`config.mk`:
```
export PLATFORM = sky130hd
export DESIGN_NAME = mul_pipe
export DESIGN_NICKNAME = d
export VERILOG_FILES = /design/src/rtl/mul_pipe.sv
export SDC_FILE = /design/constraint.sdc
export NUM_CORES = 2
export LEC_CHECK = 0
export ABC_AREA = 1
export CELL_PAD_IN_SITES_DETAIL_PLACEMENT = 0
export CELL_PAD_IN_SITES_GLOBAL_PLACEMENT = 2
export CORE_UTILIZATION = 35
export CTS_CLUSTER_SIZE = 20
export DETAILED_ROUTE_END_ITERATION = 10
export DONT_BUFFER_PORTS = 1
export GPL_TIMING_DRIVEN = 0
export PLACE_DENSITY_LB_ADDON = 0.05
export SLEW_MARGIN = 20
export SYNTH_ARGS = -nofsm -noshare
export SYNTH_HDL_FRONTEND = slang
export SYNTH_SLANG_ARGS = --single-unit
```
`constraint.sdc`:
```
create_clock -name mul_clk -period 26.2 [get_ports mul_clk]
set_clock_uncertainty 0.05 [all_clocks]
set_input_delay 5.24 -clock mul_clk [delete_from_list [all_inputs] [get_ports mul_clk]]
set_output_delay 5.24 -clock mul_clk [all_outputs]
set_load 0.01 [all_outputs]
```
`src/rtl/mul_pipe.sv`:
```
// -----------------------------------------------------------------------------
// mul_pipe -- two-stage pipelined radix-4 Booth multiplier for the EXE/MEM path.
//
// Stage S1 registers the carry-save (sum, carry) pair from the Booth
// partial-product reduction. Stage S2 registers the final 2*WIDTH product
// after the carry-propagate add. Each stage has a valid/ready handshake, so
// the block accepts one operation per cycle while the consumer keeps up.
//
// Parameters:
//   WIDTH  operand width (even, >= 8)
//   TAG_W  width of the pass-through writeback tag
//
// Ports:
//   mul_clk      clock
//   reset        synchronous, active-high reset
//   flush        synchronous cancel of every in-flight operation
//   in_valid     operation offered         in_ready    operation can be taken
//   in_op        00 MUL, 01 MULH, 10 MULHU, 11 treated as MUL
//   in_x, in_y   multiplicand, multiplier  in_tag      writeback tag
//   out_valid    result available          out_ready   consumer takes result
//   out_result   low or high half, selected by op
//   out_product  full 2*WIDTH product      out_tag     tag of the result
//
// Optional feature (macro MUL_ACC_EN): adds in_acc / in_acc_en, captured at
// accept. The selected accumulator is added modulo 2^(2*WIDTH) as one more
// carry-save row, so latency is unchanged.
// -----------------------------------------------------------------------------
module mul_pipe #(
  parameter int WIDTH = 32,
  parameter int TAG_W = 5
) (
  input  logic                 mul_clk,
  input  logic                 reset,
  input  logic                 flush,
  input  logic                 in_valid,
  output logic                 in_ready,
  input  logic [1:0]           in_op,
  input  logic [WIDTH-1:0]     in_x,
  input  logic [WIDTH-1:0]     in_y,
  input  logic [TAG_W-1:0]     in_tag,
`ifdef MUL_ACC_EN
  input  logic [2*WIDTH-1:0]   in_acc,
  input  logic                 in_acc_en,
`endif
  output logic                 out_valid,
  input  logic                 out_ready,
  output logic [WIDTH-1:0]     out_result,
  output logic [2*WIDTH-1:0]   out_product,
  output logic [TAG_W-1:0]     out_tag
);

  localparam int PW  = 2 * WIDTH;     // product width
  localparam int EW  = WIDTH + 2;     // extended operand width
  localparam int NPP = EW / 2;        // number of Booth partial products

  // ---------------------------------------------------------------------------
  // Booth encoding and carry-save reduction feeding S1
  // ---------------------------------------------------------------------------
  logic          sgn;
  logic [EW-1:0] x_ext;
  logic [EW:0]   y_booth;    // multiplier with the implicit y[-1] = 0 appended
  logic [PW-1:0] x_wide;
  logic [PW-1:0] pp;
  logic [PW-1:0] csa_s;
  logic [PW-1:0] csa_c;
  logic [PW-1:0] csa_t;

  // NOTE: always_comb uses blocking assignments so each loop iteration sees
  // the running sum/carry produced by the previous one.
  always_comb begin
    sgn     = (in_op == 2'b01);
    x_ext   = {{2{sgn & in_x[WIDTH-1]}}, in_x};
    y_booth = {{2{sgn & in_y[WIDTH-1]}}, in_y, 1'b0};
    x_wide  = {{(PW-EW){x_ext[EW-1]}}, x_ext};
    csa_s   = '0;
    csa_c   = '0;
    csa_t   = '0;
    pp      = '0;
    for (int i = 0; i < NPP; i++) begin
      case (y_booth[2*i +: 3])
        3'b001, 3'b010: pp = x_wide;
        3'b011:         pp = x_wide << 1;
        3'b100:         pp = -(x_wide << 1);
        3'b101, 3'b110: pp = -x_wide;
        default:        pp = '0;
      endcase
      pp    = pp << (2 * i);
      // 3:2 compressor; the carry is weighted one bit higher and any bit
      // pushed past the product width is dropped (arithmetic is mod 2^PW).
      csa_t = csa_s ^ csa_c ^ pp;
      csa_c = ((csa_s & csa_c) | (csa_s & pp) | (csa_c & pp)) << 1;
      csa_s = csa_t;
    end
`ifdef MUL_ACC_EN
    pp    = in_acc_en ? in_acc : '0;
    csa_t = csa_s ^ csa_c ^ pp;
    csa_c = ((csa_s & csa_c) | (csa_s & pp) | (csa_c & pp)) << 1;
    csa_s = csa_t;
`endif
  end

  // ---------------------------------------------------------------------------
  // Pipeline control and next-state logic
  // ---------------------------------------------------------------------------
  logic             s1_valid_q, s1_valid_d;
  logic [PW-1:0]    s1_sum_q,   s1_sum_d;
  logic [PW-1:0]    s1_carry_q, s1_carry_d;
  logic [1:0]       s1_op_q,    s1_op_d;
  logic [TAG_W-1:0] s1_tag_q,   s1_tag_d;

  logic             s2_valid_q, s2_valid_d;
  logic [PW-1:0]    s2_prod_q,  s2_prod_d;
  logic [1:0]       s2_op_q,    s2_op_d;
  logic [TAG_W-1:0] s2_tag_q,   s2_tag_d;

  logic s2_adv;
  logic accept;
  logic s2_hi;

  // in_ready looks only at pipeline state and out_ready, never at in_valid.
  assign s2_adv   = !s2_valid_q || out_ready;
  assign in_ready = !flush && (!s1_valid_q || s2_adv);
  assign accept   = in_valid && in_ready;

  // NOTE: every signal gets a hold default before the conditional updates,
  // so no path leaves a _d value unassigned and no latch is inferred.
  always_comb begin
    s1_valid_d = s1_valid_q;
    s1_sum_d   = s1_sum_q;
    s1_carry_d = s1_carry_q;
    s1_op_d    = s1_op_q;
    s1_tag_d   = s1_tag_q;
    s2_valid_d = s2_valid_q;
    s2_prod_d  = s2_prod_q;
    s2_op_d    = s2_op_q;
    s2_tag_d   = s2_tag_q;

    // S1 -> S2 moves whenever S2 frees up; an S2 output transfer and a new
    // S1 load in the same cycle is the normal full-throughput case.
    if (s2_adv) begin
      s2_valid_d = s1_valid_q;
      if (s1_valid_q) begin
        s2_prod_d = s1_sum_q + s1_carry_q;
        s2_op_d   = s1_op_q;
        s2_tag_d  = s1_tag_q;
      end
    end

    if (accept) begin
      s1_valid_d = 1'b1;
      s1_sum_d   = csa_s;
      s1_carry_d = csa_c;
      s1_op_d    = in_op;
      s1_tag_d   = in_tag;
    end else if (s2_adv) begin
      s1_valid_d = 1'b0;
    end

    if (flush) begin
      s1_valid_d = 1'b0;
      s2_valid_d = 1'b0;
    end
  end

  // ---------------------------------------------------------------------------
  // State registers
  // ---------------------------------------------------------------------------
  // NOTE: sequential state uses non-blocking assignments so all flops update
  // together from values sampled at the same edge.
  always_ff @(posedge mul_clk) begin
    if (reset) begin
      s1_valid_q <= 1'b0;
      s2_valid_q <= 1'b0;
      s2_prod_q  <= '0;
      s2_op_q    <= 2'b00;
      s2_tag_q   <= '0;
    end else begin
      s1_valid_q <= s1_valid_d;
      s2_valid_q <= s2_valid_d;
      s2_prod_q  <= s2_prod_d;
      s2_op_q    <= s2_op_d;
      s2_tag_q   <= s2_tag_d;
    end
  end

  // NOTE: S1 datapath flops carry no reset; they are only read while
  // s1_valid_q is set, which does get reset.
  always_ff @(posedge mul_clk) begin
    s1_sum_q   <= s1_sum_d;
    s1_carry_q <= s1_carry_d;
    s1_op_q    <= s1_op_d;
    s1_tag_q   <= s1_tag_d;
  end

  // ---------------------------------------------------------------------------
  // Outputs straight from S2
  // ---------------------------------------------------------------------------
  assign s2_hi       = (s2_op_q == 2'b01) || (s2_op_q == 2'b10);
  assign out_valid   = s2_valid_q;
  assign out_product = s2_prod_q;
  assign out_tag     = s2_tag_q;
  assign out_result  = s2_hi ? s2_prod_q[PW-1:WIDTH] : s2_prod_q[WIDTH-1:0];

endmodule
```
* Word level (Yosys, flattened, before mapping)
Cells that the tools add are included.
Widths: inputs -> output; s select.
** Storage, ports and cells
- Flip-flop bits (word level) :: 207
- Input bits :: 76
- Output and inout port bits :: 103
** Operators by class
- Add/subtract/negate cells :: 3
- Equal/unequal tests :: 102
- Mux-type cells :: 20
- Bitwise logic cells :: 109
- Reduce and logical (&&, ||, !) cells :: 43
** Operators with widths (count)
- $and 63x63->63 :: 46
- $xor 64x64->64 :: 31
- $or 63x63->63 :: 30
- $pmux 62 s4 :: 1
- $pmux 60 s4 :: 1
- $pmux 58 s4 :: 1
- $pmux 56 s4 :: 1
- $pmux 54 s4 :: 1
- $pmux 52 s4 :: 1
- $pmux 50 s4 :: 1
- $pmux 48 s4 :: 1
- $pmux 64 s3 :: 1
- $pmux 46 s4 :: 1
- $pmux 44 s4 :: 1
- $pmux 42 s4 :: 1
- $pmux 40 s4 :: 1
- $pmux 38 s4 :: 1
- $eq 3x3->1 const B :: 48
- $pmux 36 s4 :: 1
- $pmux 34 s4 :: 1
- $neg 64->64 :: 2
- $pmux 32 s4 :: 1
- $eq 3x2->1 const B :: 32
- $reduce_or 2->1 :: 33
- other kinds (12) :: 38

* Logic depth before layout (Yosys ltp)
- Depth after elaboration :: 50
- Gate-level depth with buffers :: 47
- Mapped depth without buffers :: 44

* Least setup slack after synthesis
No wires, ideal clock.
- Kind :: input to register
- Start :: input in_x[0]
- End :: register s1_sum_q[63], data pin
- Library setup time :: 0.252 ns
- Arrival :: 14.763 ns
- Slack :: 11.134 ns
- Stages on the path :: 44
- Buffers on the path :: 3
- Cell sequence :: inv_1 -> clkbuf_1 -> clkbuf_1 -> ha_1 -> nand2_1 -> nor2_2 -> nand2_2 -> nor2_4 -> a21oi_4 -> nand2_1 -> clkbuf_1 -> nand3_1 -> ha_1 -> inv_1 -> fa_1 -> inv_1 -> fa_1 -> fa_1 -> (+8 left out) -> fa_1 -> inv_1 -> fa_1 -> inv_1 -> fa_1 -> fa_1 -> inv_1 -> nand2_1 -> nand2_1 -> nand3_1 -> nand2_1 -> nand2_1 -> nand2_1 -> inv_1 -> nand2_1 -> nand2_1 -> nand2_1 -> nand2_1
** Between the ends
- Cells in the longest elaborated chain, start to end :: 47
** Ends and longest elaborated chain
- start: declaration :: RTL line 38 : input logic [WIDTH-1:0] in_x,
- $neg 64->64, on equally long branches :: RTL line 84, 83
- $pmux 62 s4 / $pmux 64 s3 (equally long branches) :: RTL line 80 : case (y_booth[2*i +: 3])
- $xor 64x64->64 / $and 63x63->63 (equally long branches) :: RTL line 90, 91
- $and 63x63->63 :: RTL line 91 : csa_c = ((csa_s & csa_c) | (csa_s & pp) | (csa_c & pp)) << 1;
- $or 63x63->63 (2 in series) :: RTL line 91
- $and 63x63->63 :: RTL line 91
- $or 63x63->63 (2 in series) :: RTL line 91
- $and 63x63->63 :: RTL line 91
- (+27 left out)
- $or 63x63->63 (2 in series) :: RTL line 91
- $and 63x63->63 :: RTL line 91
- $or 63x63->63 (2 in series) :: RTL line 91
- $and 63x63->63 :: RTL line 91
- $or 63x63->63 (2 in series) :: RTL line 91
- $xor 64x64->64 :: RTL line 90 : csa_t = csa_s ^ csa_c ^ pp;
- $xor 64x64->64 * :: RTL line 90
- named net csa_s[63] :: RTL line 64 : logic [PW-1:0] csa_s;
- end signal: assignment :: RTL line 189 : s1_sum_q <= s1_sum_d;
- end: declaration :: RTL line 106 : logic [PW-1:0] s1_sum_q, s1_sum_d;
The timed path passes the listed nets; every way through them passes the cells marked *.
A chain may end at the register's enable or synchronous reset.

* Final worst setup path
- Start :: input in_x[0]
- End :: register s1_sum_q[33], data pin
The elaborated chain is that of the path after synthesis.

==> impl_metrics.csv <==
group,metric,value,unit
routing,postRouteAntennaNets,0,
synth,postSynthRegisterBits,190,
global_routing,grt_pass1_wl,307300,µm
setup_path,cp_max_fo,10,
sta,fmax,56.36,MHz
synth,ys_async_sr_fraction,0,%
sta,setup_violations,0,
routing,firstDrtPassIters,8,
setup_path,rr_startpoint,"s1_sum_q[18]$_DFFE_PP_",
synth,syn-cell-area,39410,µm²
floorplanning,core,111100,µm²
sta,fin_crit,17.74,ns
setup_path,cpMostUsedCell,"fa_1",
floorplanning,rows,122,
routing,wirelength,223900,µm
clock_network,cts-resized-gates,0,
floorplanning,die_w,337.6,µm
placement,routabilityCongestion,1.018,
synth,syn_nets,5551,
final_layout,fin_util,37.84,%
clock_network,post_cts_buffers,0,
final_layout,nets,5575,
setup_path,crit_arrival,17.91,ns
synth,yosys_warnings,0,
setup_path,rr_endpoint,"out_product[60]$_SDFFE_PP0P_",
routing,vias_per_cell,6.331,
sta,report.final.slew_viol_count,0,
global_routing,grt_antenna_before_repair,15,
sta,slew_headroom,22.01,%
clock_network,cts-hold-fix-buffers,0,
global_routing,overflow,0,
routing,drc,0,
floorplanning,die_area,113900,µm²
sta,fin_setup_tns,0,ns
setup_path,endpoint,"s1_sum_q[33]$_DFFE_PP_",
setup_path,reg2reg_slack,22.28,ns
run_status,run_status,"finished clean",
min_path,hold_class,"reg2reg",
sta,hold_viol_final,0,
placement,hpwlAfterDp,194300,µm
clock_network,path_clk_slew,0.09,ns
synth,synth_edf_count,117,
clock_network,cts.sinks,190,
setup_path,cp-startpoint,"in_x[0]",
clock_network,clock_latency,0.46,ns
setup_path,cp-start-kind,"primary input",
setup_path,crit_type,"in2reg",
placement,portBuffers,0,
final_layout,fillers,11880,
sta,rsz0062_at_grt,"false",
synth,synthDistinctLibCells,57,
sta,fin_crit_sh,67.72,%
placement,placed_cell_area,41390,µm²
floorplanning,initial_utilization,35.46,%
routing,wire_per_inst,36.65,µm
synth,synth_ff_type,"edfxtp_1",
synth,synthCells,4572,
clock_network,cts-buffers-inserted,17,
synth,synth.area.top_cells,"fa_1, edfxtp_1, a221oi_1",
synth,synth.top_cell.area_share,34.34,%
final_layout,drive_gt1_share,3.298,%
setup_path,cp.required,26.37,ns
final_layout,syn2layout_area_growth,6.693,%
clock_network,tritoncts,"done",
flow_run,maxCapViolations,0,
routing,vias,38670,
sta,whs,0.4476,ns
final_layout,design_area,42050,µm²
routing,drt_iter0_drc,4813,
floorplanning,die_h,337.6,µm
floorplanning,pin_count,179,
global_routing,grt_util_all_layers,38.78,%
global_routing,first_global_vias,38800,
synth,syn_avg_cell_area,8.619,µm²
synth,synth_area_leader_cell,"fa_1",
clock_network,htreeDepth,4,
clock_network,root_buffer,"clkbuf_16",
sta,worstMarginPinSlew,1.170,ns
setup_path,reg2reg_depth,16,
clock_network,clockBufferDepth,2,
setup_path,max_stage_delay,0.77,ns
setup_path,cp_slowest_cell,"clkbuf_1",
global_routing,grt_start_max_net_pins,32,
synth,synth_seq_area_share,12.62,%
setup_path,endpoint_kind,"register",
## critical path, delay by kind of cell
family | cells | cell delay, ns
buffers and inverters | 8 | 2.83
AO/OA/AOI/OAI | 3 | 0.45
adder cells (fa/ha/maj) | 17 | 8.02
AND/OR/NAND/NOR | 5 | 1.37
## cell type report
class / count / area (µm²) / share of cell area (%)
Multi-Input combinational cell: 3294 / 30280 / 72.02
Sequential cell: 190 / 4975 / 11.83
Inverter: 688 / 2589 / 6.157
Tap cell: 1488 / 1862 / 4.428
Buffer: 400 / 1583 / 3.764
Clock buffer: 17 / 425.4 / 1.012
Clock inverter: 15 / 201.4 / 0.4791
Timing Repair Buffer: 5 / 102.6 / 0.2440
Antenna cell: 11 / 27.53 / 0.06547
## routing by layer
layer / vias to the layer above / global-route usage (%) / share of wire (%)
li1: 16150 / - / -
met1: 19710 / 50.81 / 41
met2: 2373 / 60.52 / 44
met3: 426 / 6.826 / 8.4
met4: 8 / 21.48 / 6.2
met5: - / 0 / 0.027
## through the flow
stage / cells / setup WS [ns]
global placement: 6060 / 8.262
finish: 6108 / 8.457
detailed placement: 6065 / 8.263
global route: 6097 / 8.161
CTS: 6097 / 8.771
floorplan: 4572 / 11.13
## layout by cell type, fill, tap and decap left out, types with 31 or more instances in the layout
cell type,instances
dfxtp_1,73
clkbuf_1,352
ha_1,227
edfxtp_1,117
a221oi_1,384
nor3_1,60
a211oi_1,31
nor2_1,367
fa_1,676
a21oi_1,115
o21ai_0,157
o221ai_1,46
o22ai_1,464
nand2_1,436
inv_1,639
nand3_1,120
## cell usage after synthesis (all sizes together), types with 7 or more instances
master   instances
a21o             7
a221oi         384
a211oi          31
nand2          447
o21a             8
o21ai          169
nor2           389
buf             45
inv            663
ha             227
nand4           20
a21oi          118
nor3            62
clkinv          25
xnor2           10
mux2             8
o22ai          464
fa             676
edfxtp         117
o221ai          46
o211ai          20
dfxtp           73
nand3          125
clkbuf         355
o2111ai         21
xor2            28
## flip-flops by register name, summed over array words and instances (netlist names)
name         cells
s1_tag_q         5
s1_valid_q       1
out_product     64
s1_carry_q      46
s2_op_q          2
out_valid        1
s1_op_q          2
out_tag          5
s1_sum_q        64
## cell families after synthesis
group / share of synthesized area (%)
fa+ha+maj: 41.55
compound gates: 22.82
buf+inv: 10.58
xor+xnor: 0.8446
mux: 0.2286
flops: 12.62
simple gates: 11.36
## worst min-delay path by stage
| stage | startpoint | end | slack (ns) | cells after the start |
|---|---|---|---|---|
| floorplan | s1_valid_q$_SDFFE_PP0P_ | out_valid$_SDFFE_PP0N_ | 0.40 | 2 |
| global placement | s1_valid_q$_SDFFE_PP0P_ | out_valid$_SDFFE_PP0N_ | 0.41 | 2 |
| detailed placement | s1_sum_q[1]$_DFFE_PP_ | out_product[1]$_SDFFE_PP0P_ | 0.43 | 2 |
| CTS | s1_valid_q$_SDFFE_PP0P_ | out_valid$_SDFFE_PP0N_ | 0.45 | 2 |
| global route | s1_valid_q$_SDFFE_PP0P_ | out_valid$_SDFFE_PP0N_ | 0.47 | 2 |
| finish | s1_valid_q$_SDFFE_PP0P_ | out_valid$_SDFFE_PP0N_ | 0.45 | 2 |
Power is not shown: default switching activity piles up to over one toggle a cycle in this logic, so the estimate is an artifact.
